===== config.mk =====
export PLATFORM = sky130hd
export DESIGN_NAME = result_monitor
export DESIGN_NICKNAME = d
export VERILOG_FILES = /design/src/rtl/arith_tb_pkg.sv /design/src/rtl/result_monitor_expect_delay_line.sv /design/src/rtl/result_monitor.sv
export SDC_FILE = /design/constraint.sdc
export NUM_CORES = 1
export LEC_CHECK = 0
export CAP_MARGIN = 15
export CORE_AREA = 2 2 241 243
export DETAILED_ROUTE_END_ITERATION = 7
export DIE_AREA = 0 0 243 245
export GPL_TIMING_DRIVEN = 0
export HOLD_SLACK_MARGIN = 0.06
export PLACE_DENSITY_LB_ADDON = 0.3
export RECOVER_POWER = 25
export SLEW_MARGIN = 20
export SYNTH_ARGS = -nofsm -noshare
export SYNTH_HDL_FRONTEND = slang
export SYNTH_SLANG_ARGS = --single-unit

===== constraint.sdc =====
create_clock -name clk_dut -period 4.7 [get_ports clk_dut]
set_clock_uncertainty 0.05 [all_clocks]
set_input_delay 0.94 -clock clk_dut [delete_from_list [all_inputs] [get_ports clk_dut]]
set_output_delay 0.94 -clock clk_dut [all_outputs]
set_load 0.01 [all_outputs]

===== src/rtl/arith_tb_pkg.sv =====
// Definitions shared by the arithmetic test harness: reference operation codes,
// one-hot monitor states and the "delay unknown" sentinel used by driver and monitor.
package arith_tb_pkg;

  localparam int unsigned OP_ADD = 0;
  localparam int unsigned OP_SUB = 1;
  localparam int unsigned OP_MUL = 2;

  typedef enum logic [2:0] {
    ST_IDLE  = 3'b001,
    ST_FILL  = 3'b010,
    ST_CHECK = 3'b100
  } mon_state_e;

  // All-ones of a k-bit delay field marks the DUT latency as not yet measured.
  function automatic int unsigned delay_unknown(input int unsigned k);
    return (32'd1 << k) - 32'd1;
  endfunction

endpackage


===== src/rtl/result_monitor_expect_delay_line.sv =====
// History of expected results, one entry per clock, with a variable read tap.
// hist[0] holds the value written on the most recent edge.
module expect_delay_line #(
  parameter int unsigned WIDTH = 32,
  parameter int unsigned K     = 4
) (
  input  logic             clk_dut,
  input  logic [WIDTH-1:0] din,
  input  logic [K-1:0]     rd_idx,
  output logic [WIDTH-1:0] dout
);

  localparam int unsigned DEPTH = (1 << K) - 1;

  logic [DEPTH-1:0][WIDTH-1:0] hist;

  always_ff @(posedge clk_dut) begin
    hist <= {hist[DEPTH-2:0], din};
  end

  // The all-ones index lies past the last entry and reads as zero.
  always_comb begin
    dout = '0;
    if (32'(rd_idx) < DEPTH) dout = hist[rd_idx];
  end

endmodule


===== src/rtl/result_monitor.sv =====
// Receive-side checker: rebuilds expected results from the driven operands, aligns
// them to the measured DUT latency and tracks check/error counts and the first mismatch.
module result_monitor
  import arith_tb_pkg::*;
#(
  parameter int unsigned WIDTH      = 32,
  parameter int unsigned K          = 4,
  parameter int unsigned OP         = 0,
  parameter int unsigned PASS_COUNT = 1024
) (
  input  logic             clk_dut,
  input  logic             reset,
  input  logic [WIDTH-1:0] i_drive_a,
  input  logic [WIDTH-1:0] i_drive_b,
  input  logic [WIDTH-1:0] i_dut_out,
  input  logic [K-1:0]     i_dut_delay,
  output logic [2:0]       o_state,
  output logic [31:0]      o_check_count,
  output logic [15:0]      o_error_count,
  output logic             o_pass,
  output logic             o_fail,
  output logic [WIDTH-1:0] o_first_exp,
  output logic [WIDTH-1:0] o_first_got
);

  localparam logic [K-1:0] DLY_UNKNOWN = K'(delay_unknown(K));

  mon_state_e       state;
  logic [K-1:0]     d_lat;
  logic [K-1:0]     fill_cnt;
  logic [31:0]      check_count;
  logic [15:0]      error_count;
  logic             fail;
  logic [WIDTH-1:0] first_exp;
  logic [WIDTH-1:0] first_got;

  logic [WIDTH-1:0] exp_live;
  logic [WIDTH-1:0] exp_tap;
  logic [WIDTH-1:0] exp_sel;
  logic [K-1:0]     tap_idx;
  logic             dly_valid;
  logic             dly_break;
  logic             do_cmp;
  logic             mismatch;

  always_comb begin
    case (OP)
      OP_SUB:  exp_live = i_drive_a - i_drive_b;
      OP_MUL:  exp_live = i_drive_a * i_drive_b;
      default: exp_live = i_drive_a + i_drive_b;
    endcase
  end

  assign tap_idx = d_lat - K'(1);

  expect_delay_line #(
    .WIDTH(WIDTH),
    .K    (K)
  ) u_hist (
    .clk_dut(clk_dut),
    .din    (exp_live),
    .rd_idx (tap_idx),
    .dout   (exp_tap)
  );

  // The last FILL edge (fill_cnt == 0) already compares, so the first check lands
  // D+1 edges after the IDLE->FILL edge.
  always_comb begin
    dly_valid = (i_dut_delay != DLY_UNKNOWN);
    dly_break = !dly_valid || (i_dut_delay != d_lat);
    do_cmp    = !dly_break &&
                ((state == ST_CHECK) || ((state == ST_FILL) && (fill_cnt == '0)));
    exp_sel   = (d_lat == '0) ? exp_live : exp_tap;
    mismatch  = do_cmp && (i_dut_out != exp_sel);
  end

  always_ff @(posedge clk_dut) begin
    if (reset) begin
      state       <= ST_IDLE;
      d_lat       <= '0;
      fill_cnt    <= '0;
      check_count <= '0;
      error_count <= '0;
      fail        <= 1'b0;
      first_exp   <= '0;
      first_got   <= '0;
    end else begin
      case (state)
        ST_IDLE: begin
          if (dly_valid) begin
            d_lat    <= i_dut_delay;
            fill_cnt <= i_dut_delay;
            state    <= ST_FILL;
          end
        end
        ST_FILL: begin
          if (dly_break)              state    <= ST_IDLE;
          else if (fill_cnt == '0)    state    <= ST_CHECK;
          else                        fill_cnt <= fill_cnt - K'(1);
        end
        ST_CHECK: begin
          if (dly_break) state <= ST_IDLE;
        end
        default: state <= ST_IDLE;
      endcase

      if (do_cmp && (check_count != '1)) check_count <= check_count + 32'd1;
      if (mismatch) begin
        if (error_count != '1) error_count <= error_count + 16'd1;
        if (!fail) begin
          fail      <= 1'b1;
          first_exp <= exp_sel;
          first_got <= i_dut_out;
        end
      end
    end
  end

  assign o_state       = state;
  assign o_check_count = check_count;
  assign o_error_count = error_count;
  assign o_fail        = fail;
  assign o_first_exp   = first_exp;
  assign o_first_got   = first_got;
  assign o_pass        = (check_count >= 32'(PASS_COUNT)) && (error_count == '0);

endmodule


### Word-level counts from Yosys, hierarchy flattened

Index checks and enable logic that the tools add are counted.
Widths: inputs -> output; s select.

| word-level totals | value |
|---|---|
| register bits | 604 |
| output and inout bits | 117 |

| cells by class | value |
|---|---|
| add/subtract/negate cells | 5 |
| order comparisons | 3 |
| equal/unequal tests | 13 |
| muxes and demuxes | 13 |
| bitwise logic cells | 1 |
| reductions and logical operators | 18 |

Operator list:

| cell | count |
|---|---|
| $bmux 32 s4 | 1 |
| $mux 32 | 3 |
| $add 32x1->32 const B | 1 |
| $add 32x32->32 | 1 |
| $ge 32x11->1 const B | 1 |
| $ne 32x32->1 | 1 |
| $ne 32x32->1 const B | 1 |
| $add 16x1->16 const B | 1 |
| $logic_not 16->1 | 1 |
| $ne 16x16->1 const B | 1 |
| $mux 3 | 4 |
| $mux 4 | 3 |
| $pmux 3 s3 | 1 |
| $logic_not 4->1 | 2 |
| $ne 2x2->1 const B | 4 |
| $pmux 4 s2 | 1 |
| $sub 4x1->4 const B | 2 |
| $reduce_and 2->1 | 3 |
| $logic_and 1x1->1 | 5 |
| $lt 4x5->1 const B | 1 |
| $lt 4x4->1 const B | 1 |
| $ne 4x4->1 | 1 |
| $ne 4x4->1 const B | 1 |
| $reduce_and 4->1 | 1 |
| 9 further kinds | 11 |

### Logic depth before layout (Yosys ltp)

Gate-level depths: netlist (run 1).

| logic depth | value |
|---|---|
| depth after elaboration | 8 |
| gate-level depth with buffers | 23 |

### Hierarchy

Synthesis (run 1) repeated with hierarchy kept, for this count alone.

| unflattened totals | value |
|---|---|
| cell total of the unflattened synthesis | 2068 |
| area, all modules | 23433.7 sq um |

Modules (own cells, without submodules):

| module | instances | cells an instance | area an instance (sq um) | seq. area each (sq um) |
|---|---|---|---|---|
| expect_delay_line | 1 | 817 | 13805.7 | 9609.2 |
| result_monitor | 1 | 1251 | 9628.0 | 2482.4 |

### Worst setup path after synthesis (run 1)

OpenSTA, ideal clock, no wires.

| timing path | value |
|---|---|
| kind | in2reg |
| start point | in i_drive_a[0] |
| end point | reg error_count[10], in the netlist o_error_count[10] |
| library setup time | 123 ps |
| arrival time | 4344 ps |
| path slack | 183 ps |
| stages on the path | 16 |
| path buffers | 2 |
| path through | ha_1 -> inv_1 -> fa_1 -> nand2b_1 -> a211oi_1 -> o21ai_1 -> a31oi_1 -> xor2_1 -> a211o_1 -> xor2_1 -> nor4_1 -> and4_1 -> buf_6 -> buf_6 -> nor4_1 -> mux2_1 |

| between the ends | value |
|---|---|
| longest elaborated chain between the ends | 5 |

RTL lines:

| item | RTL line | text |
|---|---|---|
| from (decl) | result_monitor.sv:13 | `input logic [WIDTH-1:0] i_drive_a,` |
| $add 32x32->32 | result_monitor.sv:50 | `default: exp_live = i_drive_a + i_drive_b;` |
| net exp_live[22] | result_monitor.sv:37 | `logic [WIDTH-1:0] exp_live;` |
| $mux 32 | result_monitor.sv:73 | `exp_sel = (d_lat == '0) ? exp_live : exp_tap;` |
| $ne 32x32->1 | result_monitor.sv:74 | `mismatch = do_cmp && (i_dut_out != exp_sel);` |
| $logic_and 1x1->1 | result_monitor.sv:74 |  |
| $reduce_and 2->1 (no line) | - |  |
| to (signal assigned) | result_monitor.sv:109 | `if (error_count != '1) error_count <= error_count + 16'd1;` |
| to (decl) | result_monitor.sv:32 | `logic [15:0] error_count;` |

The timed path passes the listed nets, and every way through them passes these cells.
A chain may end at the register's enable or synchronous reset.

### Final worst setup path (run 1)

| timing path | value |
|---|---|
| start point | in i_drive_a[8] |
| end point | reg first_got[3], in the netlist o_first_got[3] |

| between the ends | value |
|---|---|
| longest elaborated chain between the ends | 5 |

RTL lines:

| item | RTL line | text |
|---|---|---|
| $add 32x32->32 | result_monitor.sv:50 |  |
| $mux 32 | result_monitor.sv:73 |  |
| $ne 32x32->1 | result_monitor.sv:74 |  |
| $logic_and 1x1->1 | result_monitor.sv:74 |  |
| $reduce_and 2->1 (no line) | - |  |
| to (signal assigned) | result_monitor.sv:113 | `first_got <= i_dut_out;` |
| to (decl) | result_monitor.sv:35 | `logic [WIDTH-1:0] first_got;` |

Every way passes these cells.

==> results.yml, run 1 <==
status:
  run_status: "finished clean"
cts:
  cts_tree: "built"
  cts-root-buf: "clkbuf_16"
  clock_sinks: 604
  cts_buffer_depth: 3
  clock_latency_ns: 0.64
  cts_made_buffers: 59
  htreeDepth: 2
  clk_pin_slew_ns: 0.06
synthesis:
  synth-main-ff-cell: "dfxtp_1"
  synth_edf_count: 0
  ys_ff_latch: 604
  synth_area_um2: 22500
  ys_types: 88
  ys_seq_area_share_pct: 53.6
  synthesis.instances: 2012
  synth_area_per_cell_um2: 11.2
  ys_async_sr_fraction_pct: 0
  synthesis.nets: 2153
  ys_warn_count: 0
floorplanning:
  die_h_um: 245
  core_um2: 57000
  die_x_um: 243
  initial_core_util_pct: 39.5
  die_area_um2: 59500
  num_rows: 88
  pin_count: 219
hold_path:
  hp-class: "reg -> reg"
sta:
  final-hold-violation-count: 0
  post-route-period-util_pct: 98.5
  finalSetupViolCount: 0
  worst_pin_slew_ns: 0.763
  tns_ns: 0
  slew_headroom_pct: 49.1
  period_minus_slack_ns: 4.63
  fmax_mhz: 216
  timing.final.ws_setup_ns: 0.0684
  maxSlewViolCount: 0
grt:
  grt-ovfl-total: 0
  track_usage_pct: 24.3
  antenna_found_initial: 0
  grt_max_degree: 17
  grt_pass1_wl_mm: 111
  first_global_vias: 17800
route:
  wl_per_cell_um: 23.8
  drc_errors: 0
  first_iter_violations: 1521
  dr.pass1.iters: 6
  wl_mm: 74.7
  via_count: 17900
  viasPerCell: 5.70
  ant_nets: 0
power:
  ir_worst_vdd_uv: 313
  p_leak_nw: 10.8
  power_density_nw_per_um2: 532
worst_setup_path:
  startpoint_type: "input pin"
  crit_type: "in -> reg"
  required_ns: 5.21
  worstPathArrival_ns: 5.14
  end_kind: "register"
  cp_max_fo: 10
layout:
  final_cells: 3136
  drive_gt1_share_pct: 18.9
  finalInstanceArea_um2: 28900
  num-nets-final: 2465
  area_growth_pct: 28.3
  diodes: 0
placed_design:
  gp_congestion: 0.957
  io_buffers: 218
  dp_hpwl_mm: 54.3
  dp_slack_ns: -2.26
  placed_area_um2: 25700
  dpl.cell_count: 2995
run:
  cap_violations: 0
==> synthesized netlist by cell type (27+ instances only) <==
| library cell | n | share of area [%] |
|---|---|---|
| nand2_1 | 108 | 1.8 |
| nor3_1 | 49 | 1.1 |
| a21oi_1 | 136 | 3.0 |
| nand4_1 | 33 | 0.92 |
| mux4_2 | 91 | 9.1 |
| ha_1 | 38 | 2.1 |
| o21ai_0 | 93 | 2.1 |
| nand3_1 | 79 | 1.8 |
| buf_2 | 35 | 0.78 |
| xor2_1 | 36 | 1.4 |
| xnor2_1 | 27 | 1.0 |
| inv_1 | 29 | 0.48 |
| clkbuf_1 | 56 | 0.93 |
| nor2_1 | 119 | 2.0 |
| mux2i_1 | 66 | 2.9 |
| dfxtp_1 | 604 | 54 |
==> worst max-delay path: stages <==
cell and delay [ns]:
clkdlybuf4s50_1 0.41, ha_1 0.43, a21oi_1 0.37, o21ai_0 0.26, a31oi_2 0.34, mux2i_2 0.43, a21oi_1 0.12, nand4b_1 0.22
nor4_2 0.36, nor4b_4 0.29, and4_4 0.29, buf_8 0.14, clkbuf_4 0.21, o21ai_0 0.15, a21oi_1 0.17
==> flip-flops by register name (all words and copies together), names as in the netlist <==
register / cells
d_lat: 4
fill_cnt: 4
o_check_count: 32
o_error_count: 16
o_fail: 1
o_first_exp: 32
o_first_got: 32
o_state: 3
u_hist.hist: 480
==> metrics by stage <==
stage                     hold slack (ns)  total power [mW]  util (%)
after floorplan                     0.273              8.55         -
after global placement              0.276              9.78      45.0
after detailed placement            0.281              9.88      45.0
after CTS                           0.283              15.2      49.9
after global routing                0.287              15.9      50.7
final                               0.286              15.4      50.7
==> cell type report <==
type,instances,area [µm²]
multi-input cells,1254,10300
well taps,765,957
flip-flops and latches,604,12100
clock inverters,25,354
clock buffers,83,1710
inverters,29,113
repair buffers,263,2590
plain buffers,113,827
fillers,5159,28100
==> kinds of logic (layout without fill, tap and decap cells) <==
group                      after synthesis  after routing  synth area share, %
and+or+nand+nor                        521            521                 11.7
muxes                                  188            188                 13.6
DFF                                    604            604                 53.6
buffers and inverters                  154            513                 3.29
xor gates and xnor gates                64             64                 2.57
AOI/OAI and AO/OA                      442            442                 13.0
adders and majority gates               39             39                 2.20
==> worst paths after layout <==
kind	slack (ns)	cells past startpoint	startpoint	end
setup / recovery	0.07	15	i_drive_a[8]	o_first_got[3]
hold / removal	0.29	0	u_hist.hist[323]	u_hist.hist[355]
setup reg to reg	0.08	18	d_lat[0]	o_first_got[3]
hold reg to reg	0.29	0	u_hist.hist[323]	u_hist.hist[355]
==> cells in the final DEF (no fill, tap or decap), types with 25 or more instances in the layout <==
cell type        synthesis  routed
o21ai_0                 93      83
xnor2_1                 27      25
nor2_1                 119     118
dfxtp_1                604     603
mux2i_1                 66      59
clkdlybuf4s50_1          0     217
clkbuf_1                56      42
buf_4                   13      55
ha_1                    38      32
nand2_1                108     107
mux2_2                  26      26
nor3_1                  49      44
clkbuf_16                0      60
a21oi_1                136     126
nand3_1                 79      78
inv_1                   29      28
mux4_2                  91      91
xor2_1                  36      33
nand4_1                 33      33
==> where the power goes <==
group          internal (mW)  total (mW)  switching, mW
combinational           1.73        3.91           2.19
sequential              6.04        6.47          0.424
clock                   2.92        4.99           2.07
total                   10.7        15.4           4.68
==> repair_timing <==
item / in CTS / in global routing
pin swaps: 22 / 26
gates resized for setup: 138 / 82
cloned: 1 / 2
setup buffers: 23 / 19
endpoints found under the hold margin: 0 / 0
endpoints found under the setup margin: 81 / 81
hold buffers: 0 / 0
==> per-layer routing <==
layer  vias up  track usage [%]  routed length [µm]
met1      8892             32.3               32200
met3       141             5.42                5990
met2       749             39.7               34300
li1       8090                -                   -
met4         0             7.45                2190
met5         -                0                   0
(Power assumes the default switching activity.)
==> run 2: changes to the inputs <==
--- a/config.mk
+++ b/config.mk
@@ -13,6 +13,7 @@
 export HOLD_SLACK_MARGIN = 0.06
 export PLACE_DENSITY_LB_ADDON = 0.3
 export RECOVER_POWER = 25
+export SKIP_LAST_GASP = 1
 export SLEW_MARGIN = 20
 export SYNTH_ARGS = -nofsm -noshare
 export SYNTH_HDL_FRONTEND = slang
==> results of run 2 <==
Same layout as run 1: the final DEF is identical, and so are final timing and power.
